**src/rtl/multicycle_control_pkg.sv**
```systemverilog
// ---------------------------------------------------------------------------
// multicycle_control_pkg
// Shared definitions for the multicycle datapath controller. It holds:
//   - the opcode constants
//   - the ALU operation codes (ADD, SUB, LUI)
//   - the PC source select codes
//   - the FSM state encoding, which is also exported on the state port
//   - the one-hot instruction class produced by mctrl_opdecode
// Ports: none (package).
// Optional feature: MCTRL_ADDI_EN (decoded in mctrl_opdecode).
// ---------------------------------------------------------------------------
package multicycle_control_pkg;

  // Opcodes as they appear in the instruction register
  localparam logic [5:0] OP_R    = 6'b000000;
  localparam logic [5:0] OP_LW   = 6'b100011;
  localparam logic [5:0] OP_SW   = 6'b101011;
  localparam logic [5:0] OP_BEQ  = 6'b000100;
  localparam logic [5:0] OP_LUI  = 6'b001111;
  localparam logic [5:0] OP_J    = 6'b000010;
  localparam logic [5:0] OP_ADDI = 6'b001000;

  // ALU operation codes (3 LSBs of alu_op)
  localparam logic [2:0] ALU_ADD = 3'b000;
  localparam logic [2:0] ALU_SUB = 3'b100;
  localparam logic [2:0] ALU_LUI = 3'b110;

  // PC source select codes
  localparam logic [1:0] PCS_ALU    = 2'b00;
  localparam logic [1:0] PCS_BRANCH = 2'b01;
  localparam logic [1:0] PCS_JUMP   = 2'b10;

  // FSM state encoding; these codes are visible on the state output
  typedef enum logic [3:0] {
    ST_FETCH    = 4'd0,
    ST_DECODE   = 4'd1,
    ST_MEM_ADDR = 4'd2,
    ST_MEM_RD   = 4'd3,
    ST_MEM_WB   = 4'd4,
    ST_MEM_WR   = 4'd5,
    ST_EXEC_R   = 4'd6,
    ST_WB_R     = 4'd7,
    ST_BRANCH   = 4'd8,
    ST_JUMP     = 4'd9,
    ST_EXEC_LUI = 4'd10,
    ST_WB_I     = 4'd11
  } state_t;

  // One-hot instruction class; at most one bit is set
  typedef struct packed {
    logic r;
    logic lw;
    logic sw;
    logic beq;
    logic lui;
    logic j;
    logic addi;
  } op_class_t;

  // Returns 1 for states that wait on mem_ready and run the wait counter
  function automatic logic is_mem_state(input state_t s);
    return (s == ST_FETCH) || (s == ST_MEM_RD) || (s == ST_MEM_WR);
  endfunction

endpackage

```
**src/rtl/multicycle_control_opdecode.sv**
```systemverilog
// ---------------------------------------------------------------------------
// mctrl_opdecode
// Combinational opcode classifier. It maps the 6-bit opcode onto a one-hot
// instruction class and flags every opcode that is not decoded.
// Ports:
//   i_op      in  6  opcode
//   o_cls     out    one-hot instruction class (op_class_t)
//   o_illegal out 1  opcode is not a supported instruction
// Optional feature: MCTRL_ADDI_EN. When it is defined, ADDI decodes to its
// own class. When it is undefined, ADDI is reported as illegal.
// ---------------------------------------------------------------------------
module mctrl_opdecode
  import multicycle_control_pkg::*;
(
  input  logic [5:0] i_op,
  output op_class_t  o_cls,
  output logic       o_illegal
);

  // Classify the opcode; anything unrecognised is illegal
  always_comb begin
    o_cls     = '0;
    o_illegal = 1'b0;
    case (i_op)
      OP_R:    o_cls.r   = 1'b1;
      OP_LW:   o_cls.lw  = 1'b1;
      OP_SW:   o_cls.sw  = 1'b1;
      OP_BEQ:  o_cls.beq = 1'b1;
      OP_LUI:  o_cls.lui = 1'b1;
      OP_J:    o_cls.j   = 1'b1;
`ifdef MCTRL_ADDI_EN
      OP_ADDI: o_cls.addi = 1'b1;
`endif
      default: o_illegal = 1'b1;
    endcase
  end

endmodule

```
**src/rtl/multicycle_control.sv**
```systemverilog
// ---------------------------------------------------------------------------
// multicycle_control
// Main control FSM for a multicycle MIPS-style datapath.
//
// Datapath controls are a pure combinational function of the current state,
// op and mem_ready. The wait counter aborts any memory access that stalls for
// FETCH_WAIT_MAX consecutive cycles; the abort is signalled on mem_err.
//
// Parameters:
//   ALU_OP_W        width of alu_op (>= 3); upper bits are zero
//   FETCH_WAIT_MAX  mem_ready=0 cycles tolerated before mem_err (>= 1)
//
// Ports:
//   clk, rst_n                        clock, asynchronous active-low reset
//   op[5:0], mem_ready                opcode, memory-complete strobe
//   mem_req, iord, ir_write,          memory / datapath controls
//   mem_write, mem_to_reg, reg_dst, reg_write
//   alu_src_a, alu_src_b[1:0], alu_op, r_type
//   pc_source[1:0], pc_write, pc_write_cond
//   illegal_op, mem_err               single-cycle event pulses
//   state[3:0]                        current state code
//
// Optional feature: MCTRL_ADDI_EN. When it is defined, ADDI runs through
// EXEC_LUI and WB_I with an ADD ALU operation.
// ---------------------------------------------------------------------------
module multicycle_control
  import multicycle_control_pkg::*;
#(
  parameter int ALU_OP_W       = 3,
  parameter int FETCH_WAIT_MAX = 15
) (
  input  logic                clk,
  input  logic                rst_n,
  input  logic [5:0]          op,
  input  logic                mem_ready,
  output logic                mem_req,
  output logic                iord,
  output logic                ir_write,
  output logic                mem_write,
  output logic                mem_to_reg,
  output logic                reg_dst,
  output logic                reg_write,
  output logic                alu_src_a,
  output logic [1:0]          alu_src_b,
  output logic [1:0]          pc_source,
  output logic                pc_write,
  output logic                pc_write_cond,
  output logic [ALU_OP_W-1:0] alu_op,
  output logic                r_type,
  output logic                illegal_op,
  output logic                mem_err,
  output logic [3:0]          state
);

  localparam int CNT_W = $clog2(FETCH_WAIT_MAX + 1);

  state_t           r_state;
  state_t           w_next;
  logic [CNT_W-1:0] r_wait;
  logic [CNT_W-1:0] w_wait_next;
  op_class_t        w_cls;
  logic             w_illegal;
  logic             w_rdy;
  logic             w_timeout;
  logic [2:0]       w_alu_op3;

  mctrl_opdecode u_opdecode (
    .i_op      (op),
    .o_cls     (w_cls),
    .o_illegal (w_illegal)
  );

  // Masking mem_ready while in reset makes the outputs match FETCH with
  // mem_ready=0: mem_req stays high and no write enable can fire.
  assign w_rdy = mem_ready & rst_n;

  // This is the FETCH_WAIT_MAX-th consecutive stalled cycle of an access.
  assign w_timeout = is_mem_state(r_state) && !w_rdy &&
                     (r_wait == CNT_W'(FETCH_WAIT_MAX - 1));

  assign mem_err = w_timeout & rst_n;
  assign state   = r_state;
  assign alu_op  = ALU_OP_W'(w_alu_op3);

  // Stall counter: counts only while stalled in a memory state; any exit
  // clears it
  always_comb begin
    w_wait_next = '0;
    if (is_mem_state(r_state) && !w_rdy && !w_timeout) begin
      w_wait_next = r_wait + CNT_W'(1);
    end else begin
      w_wait_next = '0;
    end
  end

  // Next-state logic and per-state datapath controls
  always_comb begin
    w_next        = ST_FETCH;
    mem_req       = 1'b0;
    iord          = 1'b0;
    ir_write      = 1'b0;
    mem_write     = 1'b0;
    mem_to_reg    = 1'b0;
    reg_dst       = 1'b0;
    reg_write     = 1'b0;
    alu_src_a     = 1'b0;
    alu_src_b     = 2'b00;
    pc_source     = PCS_ALU;
    pc_write      = 1'b0;
    pc_write_cond = 1'b0;
    w_alu_op3     = ALU_ADD;
    r_type        = 1'b0;
    illegal_op    = 1'b0;
    case (r_state)
      ST_FETCH: begin
        mem_req   = 1'b1;
        alu_src_b = 2'b01;
        if (w_timeout) begin
          w_next = ST_FETCH;
        end else if (w_rdy) begin
          ir_write = 1'b1;
          pc_write = 1'b1;
          w_next   = ST_DECODE;
        end else begin
          w_next = ST_FETCH;
        end
      end
      ST_DECODE: begin
        alu_src_b = 2'b11;
        if (w_illegal) begin
          illegal_op = 1'b1;
          w_next     = ST_FETCH;
        end else if (w_cls.lw || w_cls.sw) begin
          w_next = ST_MEM_ADDR;
        end else if (w_cls.r) begin
          w_next = ST_EXEC_R;
        end else if (w_cls.beq) begin
          w_next = ST_BRANCH;
        end else if (w_cls.j) begin
          w_next = ST_JUMP;
        end else if (w_cls.lui || w_cls.addi) begin
          w_next = ST_EXEC_LUI;
        end else begin
          w_next = ST_FETCH;
        end
      end
      ST_MEM_ADDR: begin
        alu_src_a = 1'b1;
        alu_src_b = 2'b10;
        if (w_cls.lw) begin
          w_next = ST_MEM_RD;
        end else if (w_cls.sw) begin
          w_next = ST_MEM_WR;
        end else begin
          w_next = ST_FETCH;
        end
      end
      ST_MEM_RD: begin
        mem_req = 1'b1;
        iord    = 1'b1;
        if (w_timeout) begin
          w_next = ST_FETCH;
        end else if (w_rdy) begin
          w_next = ST_MEM_WB;
        end else begin
          w_next = ST_MEM_RD;
        end
      end
      ST_MEM_WB: begin
        reg_write  = 1'b1;
        mem_to_reg = 1'b1;
        w_next     = ST_FETCH;
      end
      ST_MEM_WR: begin
        mem_req   = 1'b1;
        iord      = 1'b1;
        mem_write = 1'b1;
        if (w_timeout || w_rdy) begin
          w_next = ST_FETCH;
        end else begin
          w_next = ST_MEM_WR;
        end
      end
      ST_EXEC_R: begin
        alu_src_a = 1'b1;
        r_type    = 1'b1;
        w_next    = ST_WB_R;
      end
      ST_WB_R: begin
        reg_write = 1'b1;
        reg_dst   = 1'b1;
        w_next    = ST_FETCH;
      end
      ST_BRANCH: begin
        alu_src_a     = 1'b1;
        w_alu_op3     = ALU_SUB;
        pc_write_cond = 1'b1;
        pc_source     = PCS_BRANCH;
        w_next        = ST_FETCH;
      end
      ST_JUMP: begin
        pc_write  = 1'b1;
        pc_source = PCS_JUMP;
        w_next    = ST_FETCH;
      end
      ST_EXEC_LUI: begin
        alu_src_a = 1'b1;
        alu_src_b = 2'b10;
        // The IR still holds the opcode here, so ADDI is told apart from LUI
        if (w_cls.addi) begin
          w_alu_op3 = ALU_ADD;
        end else begin
          w_alu_op3 = ALU_LUI;
        end
        w_next = ST_WB_I;
      end
      ST_WB_I: begin
        reg_write = 1'b1;
        w_next    = ST_FETCH;
      end
      default: begin
        w_next = ST_FETCH;
      end
    endcase
  end

  // State and stall-counter registers
  always_ff @(posedge clk or negedge rst_n) begin
    if (!rst_n) begin
      r_state <= ST_FETCH;
      r_wait  <= '0;
    end else begin
      r_state <= w_next;
      r_wait  <= w_wait_next;
    end
  end

endmodule

```
**config.mk**
```make
export PLATFORM = sky130hd
export DESIGN_NAME = multicycle_control
export DESIGN_NICKNAME = d
export VERILOG_FILES = /design/src/rtl/multicycle_control_pkg.sv /design/src/rtl/multicycle_control_opdecode.sv /design/src/rtl/multicycle_control.sv
export SDC_FILE = /design/constraint.sdc
export NUM_CORES = 1
export LEC_CHECK = 0
export CAP_MARGIN = 5
export CORE_MARGIN = 4
export CORE_UTILIZATION = 35
export CTS_BUF_LIST = sky130_fd_sc_hd__clkbuf_8 sky130_fd_sc_hd__clkbuf_16
export DETAILED_ROUTE_END_ITERATION = 7
export PLACE_DENSITY = 0.84
export SYNTH_ARGS = -nofsm -noshare
export SYNTH_HDL_FRONTEND = slang
export SYNTH_SLANG_ARGS = --single-unit
```
**constraint.sdc**
```tcl
create_clock -name clk -period 1.4 [get_ports clk]
set_input_delay 0.14 -clock clk [delete_from_list [all_inputs] [get_ports clk]]
set_output_delay 0.14 -clock clk [all_outputs]
set_load 0.03 [all_outputs]
```
==> impl_results.md, run 1 <==
* Port Buf Inserts at 31
* Fraction of the yosys area taken by sequential cells at 28.4%
* Number of hold buffers added after cts at 0
* Post-Synthesis Cell Area at 706 sq um
* Die height at 52.9 um
* #FFs+latches synth at 8
* Post-DP HPWL at 2.04 mm
* Grt repair worst endpoint: mem_err
* Pin category terminating the worst setup path after the last repair: primary output
* Core Rows at 15
* Max Buffers Root-to-Sink at 2
* Clock root cell: sky130_fd_sc_hd__clkbuf_8
* Netlist cell types at 30
* Outcome: aborted with a tool error
* Number of clock buffers inserted by TritonCTS at 3
* Number of warnings reported in the yosys synthesis log at 0
* Synthesized instance count at 94
* Total I/O pin count at 33
* Exit stage: 5_1_grt
* Pin count of the biggest net entering global routing at 12
* Effective utilization at floorplan at 38.8%
* Final estimated routing congestion in global placement at 0.849
* Post-Syn Nets at 105
* Overall die width at 52.9 um
* Syn avg cell area at 7.51 sq um
* Error that stopped the run: [ERROR DPL-0038] Utilization greater than 100%, impossible to legalize
* TritonCTS Sinks at 8
* Max H-tree Level at 1
cell families after synthesis:
kind of cell / after synthesis / share of synthesized area, %
adders and majority gates: 2 / 3.55
DFF: 8 / 28.4
other: 1 / 0.531
xor gates and xnor gates: 4 / 4.97
AOI/OAI and AO/OA: 17 / 15.4
and+or+nand+nor: 53 / 40.4
buffers and inverters: 9 / 6.74
cell usage after synthesis:
master                      n  area (sq um)
sky130_fd_sc_hd__dfrtp_1    8           200
sky130_fd_sc_hd__nor2b_1    1          6.26
sky130_fd_sc_hd__ha_1       2          25.0
sky130_fd_sc_hd__o31ai_1    1          7.51
sky130_fd_sc_hd__buf_4      2          15.0
sky130_fd_sc_hd__nor4_1     3          18.8
sky130_fd_sc_hd__o22ai_1    1          6.26
sky130_fd_sc_hd__a221oi_1   1          8.76
sky130_fd_sc_hd__a32oi_1    2          17.5
sky130_fd_sc_hd__nor3_1     6          30.0
sky130_fd_sc_hd__xnor2_1    2          17.5
sky130_fd_sc_hd__xor2_1     2          17.5
sky130_fd_sc_hd__nand4_1    2          12.5
sky130_fd_sc_hd__and3_1     2          12.5
sky130_fd_sc_hd__conb_1     1          3.75
sky130_fd_sc_hd__inv_1      2          7.51
sky130_fd_sc_hd__buf_2      5          25.0
sky130_fd_sc_hd__a211oi_1   1          7.51
sky130_fd_sc_hd__nor2_1    16          60.1
sky130_fd_sc_hd__nand2b_1   7          43.8
sky130_fd_sc_hd__a21oi_1    6          30.0
sky130_fd_sc_hd__or3b_4     1          11.3
sky130_fd_sc_hd__nand4b_1   2          17.5
sky130_fd_sc_hd__and3b_1    1          8.76
sky130_fd_sc_hd__nor4bb_1   1          10.0
sky130_fd_sc_hd__or2_2      3          18.8
sky130_fd_sc_hd__nand2_1    4          15.0
sky130_fd_sc_hd__o21ai_0    4          20.0
sky130_fd_sc_hd__nand3_1    4          20.0
sky130_fd_sc_hd__a2111o_1   1          11.3
repair_timing:
action | in CTS
setup endpoints to repair | 25
pin swaps | 11
setup buffers | 10
resized for setup | 47
stage by stage:
step	std cells	TNS (ps)	worst slack [ps]	utilization (%)	cell area (sq um)
after global placement	176	-1620	-181	75.5	1380
after detailed placement	176	-2260	-290	75.5	1380
after floorplan	94	-1560	-320	-	900
after CTS	190	-3520	-345	91.8	1670
==> inputs of run 2 (changes only) <==
--- a/config.mk
+++ b/config.mk
@@ -6,11 +6,10 @@
 export NUM_CORES = 1
 export LEC_CHECK = 0
 export CAP_MARGIN = 5
-export CORE_MARGIN = 4
-export CORE_UTILIZATION = 35
-export CTS_BUF_LIST = sky130_fd_sc_hd__clkbuf_8 sky130_fd_sc_hd__clkbuf_16
+export CORE_AREA = 4 4 65 67
 export DETAILED_ROUTE_END_ITERATION = 7
-export PLACE_DENSITY = 0.84
+export DIE_AREA = 0 0 69 71
+export PLACE_DENSITY_LB_ADDON = 0.15
 export SYNTH_ARGS = -nofsm -noshare
 export SYNTH_HDL_FRONTEND = slang
 export SYNTH_SLANG_ARGS = --single-unit
==> constraint.sdc (replaced) <==
create_clock -name clk -period 1.8 [get_ports clk]
set_input_delay 0.18 -clock clk [delete_from_list [all_inputs] [get_ports clk]]
set_output_delay 0.18 -clock clk [all_outputs]
set_load 0.03 [all_outputs]
==> impl_results.md, run 2 <==
* Outcome: completed
* Total I/O pin count at 33 (unchanged)
* Logic gate share of total power at 32.7%
* Sequential power share at 34.8%
* Netlist cell types at 30 (unchanged)
* Clock slew at reported path FFs at 40 ps
* Data required time at the worst endpoint at 1620 ps
* Crit path cell chain: buf_12 > nand2b_4 > a2111o_1 > a21oi_2 > buf_6
* Number of antenna violations at the first check in global routing at 0
* First-pass DRT Iterations at 4
* Met2 routed WL at 1.10 mm
* Clock network fraction of total power at 32.6%
* DRC at 0
* Critical path type: flip-flop to output pin
* Maximum clock frequency at 562 MHz
* Via Count at 859
* Layout overhead on the synthesized area at 90.2%
* Arr. time, crit path at 1600 ps
* Post-detailed-route via-to-cell ratio at 4.41
* Post-synth top flop: sky130_fd_sc_hd__dfrtp_1
* Number of warnings reported in the yosys synthesis log at 0 (unchanged)
* Port Buf Inserts at 31 (unchanged)
* Net total in the final layout at 160
* Total global routing overflow at 0
* Internal portion of total power at 446 uW
* Max H-tree Level at 1 (unchanged)
* Die Outline Area at 0.00490 sq mm
* Number of max-cap violations at 0
* Most frequent standard cell in the layout excluding fill and tap cells: sky130_fd_sc_hd__buf_4
* Wire length of the first global-routing pass at 3.82 mm
* Post-Synthesis Cell Area at 706 sq um (unchanged)
* Max Buffers Root-to-Sink at 2 (unchanged)
* WL met3 at 79 um
* Minimum clock period at 1780 ps
* Post-DP HPWL at 1.89 mm (-7.2%)
* Standard cell core area at 0.00363 sq mm
* VDD IR-drop max at 0.000318 V
* Fraction of final layout cells sized beyond drive strength 1 at 44.9%
* Crit path launch type: flip-flop
* Family of cells with the greatest summed delay on the critical path: compound AO/OA/AOI/OAI gates
* Leakage at 0.614 nW
* Cell with the most instances after synthesis: sky130_fd_sc_hd__nor2_1
* Count of antenna-violating nets left after detailed routing at 0
* RSZ-0062 raised after global routing: true
* Crit-path max FO at 6
* Starting DRC count in detailed routing at 33
* Vias in the first global route at 832
* Antenna Cells at 0
* Areal power density over the cells at 473 mW/mm^2
* Overall die width at 69 um (+30%)
* Clock latency reported for the late side of the worst-skew pair at 220 ps
* Synthesized instance count at 94 (unchanged)
* #FFs+latches synth at 8 (unchanged)
* Core Rows at 22 (+7)
* Post-Syn Nets at 105 (unchanged)
* Worst clock skew at 0.704 ps
* Crit path setup slack, layout at 20.1 ps
* Pin count of the biggest net entering global routing at 12
* Net Sw Frac at 29.9%
* Final estimated routing congestion in global placement at 0.799 (-5.9%)
* Switching component of the power at 190 uW
* Post-synthesis async set-or-reset flop share at 100% (unchanged)
* Number of hold buffers added after cts at 0 (unchanged)
* Count of flip-flops with a built-in enable after synthesis at 0 (unchanged)
* Buffers plus inverters on the worst setup path at 2
* Kind of end point of the critical path: output pin
* Leading post-synthesis cells by cell area: sky130_fd_sc_hd__dfrtp_1, sky130_fd_sc_hd__nor2_1, sky130_fd_sc_hd__nand2b_1
* Proportion of netlist area held by the largest area contributor at 28.4% (unchanged)
* TritonCTS Sinks at 8 (unchanged)
* Total power draw at 636 uW
* Number of clock buffers inserted by TritonCTS at 3 (unchanged)
* Longest individual stage delay on the worst path at 420 ps
* Worst path slowest cell: sky130_fd_sc_hd__dfrtp_2
* Hold Crit Class: primary input to asynchronous set/reset pin
* Setup-failing EPs final at 0
* Syn avg cell area at 7.51 sq um (unchanged)
* Number of hold violations in the final report at 0
* Effective utilization at floorplan at 19.4% (-19 points)
* Sum of routed wire length over all layers at 2.33 mm
* Highest layer used for signal routing: met4
* Clock root cell: sky130_fd_sc_hd__clkbuf_8
* Number of max-slew violations in the final report at 0
* Most instantiated cells after synthesis: sky130_fd_sc_hd__nor2_1, sky130_fd_sc_hd__dfrtp_1, sky130_fd_sc_hd__nand2b_1
* Met1 Wirelength at 1.13 mm
* Clock tree from TritonCTS: done
* Wire per inst at 12.0 um
* Die height at 71 um (+34%)
* Worst Setup Slack post-DPL at 48.7 ps (+339 ps)
* Global-route usage over all layers at 9.06%
* Fraction of the yosys area taken by sequential cells at 28.4% (unchanged)
* Period utilization at 98.9%
* Top cell type by total area after synthesis: sky130_fd_sc_hd__dfrtp_1
* Commonest cells after routing, fill and taps aside: sky130_fd_sc_hd__buf_4, sky130_fd_sc_hd__nor2_1, sky130_fd_sc_hd__clkdlybuf4s50_1
-- run 2: cell counts after synthesis --
Identical to the previous run, type by type.
-- run 2: worst paths after layout --
| path | start | end | slack (ps) | cells after the start |
|---|---|---|---|---|
| worst max-delay path | state[1]$_DFF_PN0_ | illegal_op | 20 | 5 |
| worst min-delay path | rst_n | r_wait[3]$_DFF_PN0_ | 320 | 2 |
| worst max register to register | r_wait[0]$_DFF_PN0_ | r_wait[2]$_DFF_PN0_ | 150 | 5 |
| worst min register to register | r_wait[0]$_DFF_PN0_ | r_wait[0]$_DFF_PN0_ | 490 | 1 |
| max in group asynchronous | rst_n | state[1]$_DFF_PN0_ | 1340 | 2 |
| min in group clk | r_wait[0]$_DFF_PN0_ | r_wait[0]$_DFF_PN0_ | 490 | 1 |
-- run 2: timing repair --
item                                    CTS  global route
pin swaps                                 1             2
endpoints found under the setup margin    5             4
resized for setup                         8             8
setup buffers                             7             2
-- run 2: power by group through the flow --
stage / Sequential (mW) / Combinational [mW] / Clock (mW)
global placement: 0.226 / 0.189 / 0
global route: 0.224 / 0.227 / 0.219
finish: 0.221 / 0.208 / 0.207
floorplan: 0.224 / 0.111 / 0
detailed placement: 0.226 / 0.190 / 0
CTS: 0.221 / 0.202 / 0.215
-- run 2: cells by family (layout without fill, tap and decap cells) --
| kind of cell | Yosys count | after routing | share of synthesized area [%] |
|---|---|---|---|
| and+or+nand+nor | 53 | 53 | 40.4 |
| AOI/OAI and AO/OA | 17 | 17 | 15.4 |
| buffers and inverters | 9 | 62 | 6.74 |
| DFF | 8 | 8 | 28.4 |
| xor gates and xnor gates | 4 | 4 | 4.97 |
| adders and majority gates | 2 | 2 | 3.55 |
| other | 1 | 1 | 0.531 |
-- run 2: worst reg2reg max path, stage by stage (launching register included) --
cell	delay, ps
sky130_fd_sc_hd__dfrtp_1	390
sky130_fd_sc_hd__inv_1	60
sky130_fd_sc_hd__ha_1	210
sky130_fd_sc_hd__a32oi_1	350
sky130_fd_sc_hd__or3b_4	450
sky130_fd_sc_hd__nor2_1	120
-- run 2: metal layers --
metal | track usage [%] | up-vias
met4 | 1.95 | 0
met5 | 0 | -
li1 | - | 439
met2 | 14.9 | 21
met1 | 12.6 | 397
met3 | 1.28 | 2
-- run 2: stage by stage --
| step | std cells | TNS [ps] | hold slack, ps | cell area, sq um | utilization [%] |
|---|---|---|---|---|---|
| after floorplan | 94 | -157 | -116 | 766 | - |
| after global placement | 183 | 0 | 471 | 1180 | 32.5 |
| after detailed placement | 183 | 0 | 490 | 1180 | 32.5 |
| after CTS | 193 | -2.97 | 324 | 1300 | 35.8 |
| after global routing | 195 | -88.6 | 364 | 1340 | 36.9 |
| final | 195 | 0 | 319 | 1340 | 36.9 |
-- run 2: cell type report --
| cell class | count | area (sq um) |
|---|---|---|
| clock buffer | 3 | 41.3 |
| fill | 402 | 2290 |
| inverter | 2 | 7.51 |
| multi-input combinational | 77 | 547 |
| sequential | 8 | 203 |
| tap | 48 | 60.1 |
| timing repair buffer | 57 | 484 |
Note: power is estimated with default switching activity, not from simulation.
==> inputs of run 3 (changes only) <==
--- a/config.mk
+++ b/config.mk
@@ -7,8 +7,10 @@
 export LEC_CHECK = 0
 export CAP_MARGIN = 5
 export CORE_AREA = 4 4 65 67
+export CTS_CLUSTER_DIAMETER = 80
 export DETAILED_ROUTE_END_ITERATION = 7
 export DIE_AREA = 0 0 69 71
+export MAX_ROUTING_LAYER = met4
 export PLACE_DENSITY_LB_ADDON = 0.15
 export SYNTH_ARGS = -nofsm -noshare
 export SYNTH_HDL_FRONTEND = slang
==> impl_results.md, run 3 (synthesis results as in run 2) <==
* Via Count at 858 (-0.12%)
* Buffers plus inverters on the worst setup path at 2 (unchanged)
* Setup-failing EPs final at 0 (unchanged)
* Hold Crit Class: primary input to asynchronous set/reset pin
* Most frequent standard cell in the layout excluding fill and tap cells: sky130_fd_sc_hd__buf_4
* TritonCTS Sinks at 8 (unchanged)
* Crit-path max FO at 6 (unchanged)
* Arr. time, crit path at 1600 ps (about the same)
* Number of max-cap violations at 0 (unchanged)
* Final standard cell utilization of the core at 36.9% (unchanged)
* Minimum clock period at 1780 ps (unchanged)
* Total global routing overflow at 0 (unchanged)
* Core Rows at 22 (unchanged)
* Areal power density over the cells at 473 mW/mm^2 (about the same)
* Worst Setup SP: state[1]$_DFF_PN0_
* Port Buf Inserts at 31 (unchanged)
* First-pass DRT Iterations at 4 (unchanged)
* Max H-tree Level at 1 (unchanged)
* Effective utilization at floorplan at 19.4% (unchanged)
* Kind of end point of the critical path: output pin
* Worst R2R Start: r_wait[0]$_DFF_PN0_
* Clock latency reported for the late side of the worst-skew pair at 220 ps (about the same)
* Clock tree from TritonCTS: done
* Layout overhead on the synthesized area at 90.2% (unchanged)
* Post-detailed-route via-to-cell ratio at 4.40 (-0.12%)
* Placed instance area at 0.00118 sq mm (unchanged)
* Crit path cell chain: buf_12 > nand2b_4 > a2111o_1 > a21oi_2 > buf_6
* Number of antenna violations at the first check in global routing at 0 (unchanged)
* Vias in the first global route at 829 (-0.36%)
* Crit path launch type: flip-flop
* RSZ-0062 raised after global routing: true
* Worst hold slack across all endpoints at 319 ps (unchanged)
* Count of antenna-violating nets left after detailed routing at 0 (unchanged)
* Maximum clock frequency at 562 MHz (unchanged)
* Standard cell core area at 0.00363 sq mm (unchanged)
* Longest individual stage delay on the worst path at 420 ps (about the same)
* Wire per inst at 11.9 um (about the same)
* Fraction of final layout cells sized beyond drive strength 1 at 44.9% (unchanged)
* Starting DRC count in detailed routing at 33 (unchanged)
* Sum of routed wire length over all layers at 2.33 mm (about the same)
* Commonest cells after routing, fill and taps aside: sky130_fd_sc_hd__buf_4, sky130_fd_sc_hd__nor2_1, sky130_fd_sc_hd__clkdlybuf4s50_1
* Net total in the final layout at 160 (unchanged)
* Total I/O pin count at 33 (unchanged)
* Die height at 71 um (unchanged)
* DRC at 0 (unchanged)
* Number of hold violations in the final report at 0 (unchanged)
* Fill cell count at 402 (unchanged)
* Outcome: completed
* Max Buffers Root-to-Sink at 2 (unchanged)
* Clock slew at reported path FFs at 40 ps (about the same)
* Critical path type: flip-flop to output pin
* VDD IR-drop max at 0.000318 V (about the same)
* Number of hold buffers added after cts at 0 (unchanged)
* Die Outline Area at 0.00490 sq mm (unchanged)
* Pin count of the biggest net entering global routing at 12 (unchanged)
* Global-route usage over all layers at 9.37% (+0.30 points)
* Worst clock skew at 0.704 ps (unchanged)
* Data required time at the worst endpoint at 1620 ps (about the same)
* Finished Cell Area at 0.00134 sq mm (unchanged)
* Worst path slowest cell: sky130_fd_sc_hd__dfrtp_2
* Leakage at 0.614 nW (unchanged)
* Reg2reg setup slack at 150 ps (about the same)
* Clock root cell: sky130_fd_sc_hd__clkbuf_8
* Wire length of the first global-routing pass at 3.83 mm (+0.37%)
* Family of cells with the greatest summed delay on the critical path: compound AO/OA/AOI/OAI gates
* Number of clock buffers inserted by TritonCTS at 3 (unchanged)
* Final estimated routing congestion in global placement at 0.811 (+1.4%)
* Post-DP HPWL at 1.89 mm (unchanged)
* Overall die width at 69 um (unchanged)
* Antenna Cells at 0 (unchanged)
* Number of max-slew violations in the final report at 0 (unchanged)
* Period utilization at 98.9% (unchanged)
run 3: cell counts in the layout (fill, tap and decap cells not counted):
No cell type changed its count.
run 3: report_power, final:
| group | internal, mW | switching [mW] |
|---|---|---|
| registers | 0.202 | 0.0193 |
| clock network | 0.144 | 0.0627 |
| logic | 0.100 | 0.108 |
run 3: final timing paths:
kind                                        to  cells past startpoint
min in group clk           r_wait[0]$_DFF_PN0_                      1
max in group asynchronous   state[1]$_DFF_PN0_                      2
setup / recovery                    illegal_op                      5
hold reg to reg            r_wait[0]$_DFF_PN0_                      1
hold / removal             r_wait[3]$_DFF_PN0_                      2
setup reg to reg           r_wait[2]$_DFF_PN0_                      5
run 3: layout make-up:
class                           instances  area (sq um)  area share (%)
Tap cell                               48          60.1            4.47
Inverter                                2          7.51           0.559
Timing Repair Buffer                   57           484            36.1
Clock buffer                            3          41.3            3.08
Sequential cell                         8           203            15.1
Multi-Input combinational cell         77           547            40.7
run 3: per-stage QoR:
| step | setup TNS (ps) | setup WS [ps] | power (mW) | std cells |
|---|---|---|---|---|
| after global routing | -88.6 | -53.0 | 0.671 | 195 |
| after floorplan | -157 | -112 | 0.335 | 94 |
| after CTS | -2.97 | -2.97 | 0.638 | 193 |
| after global placement | 0 | 74.9 | 0.415 | 183 |
| final | 0 | 20.1 | 0.635 | 195 |
| after detailed placement | 0 | 48.7 | 0.416 | 183 |
run 3: layer usage:
| layer | wire (um) | up-vias | GRT usage [%] |
|---|---|---|---|
| met3 | 79 | 2 | 1.28 |
| li1 | - | 439 | - |
| met5 | 0 | - | - |
| met2 | 1100 | 21 | 14.9 |
| met1 | 1130 | 396 | 12.6 |
| met4 | 19 | 0 | 1.95 |
run 3: what timing repair did:
item | 4_1_cts | 5_1_grt
buffers inserted | 7 | 2
gates resized for setup | 8 | 8
pin swaps | 1 | 2
endpoints found under the setup margin | 5 | 4
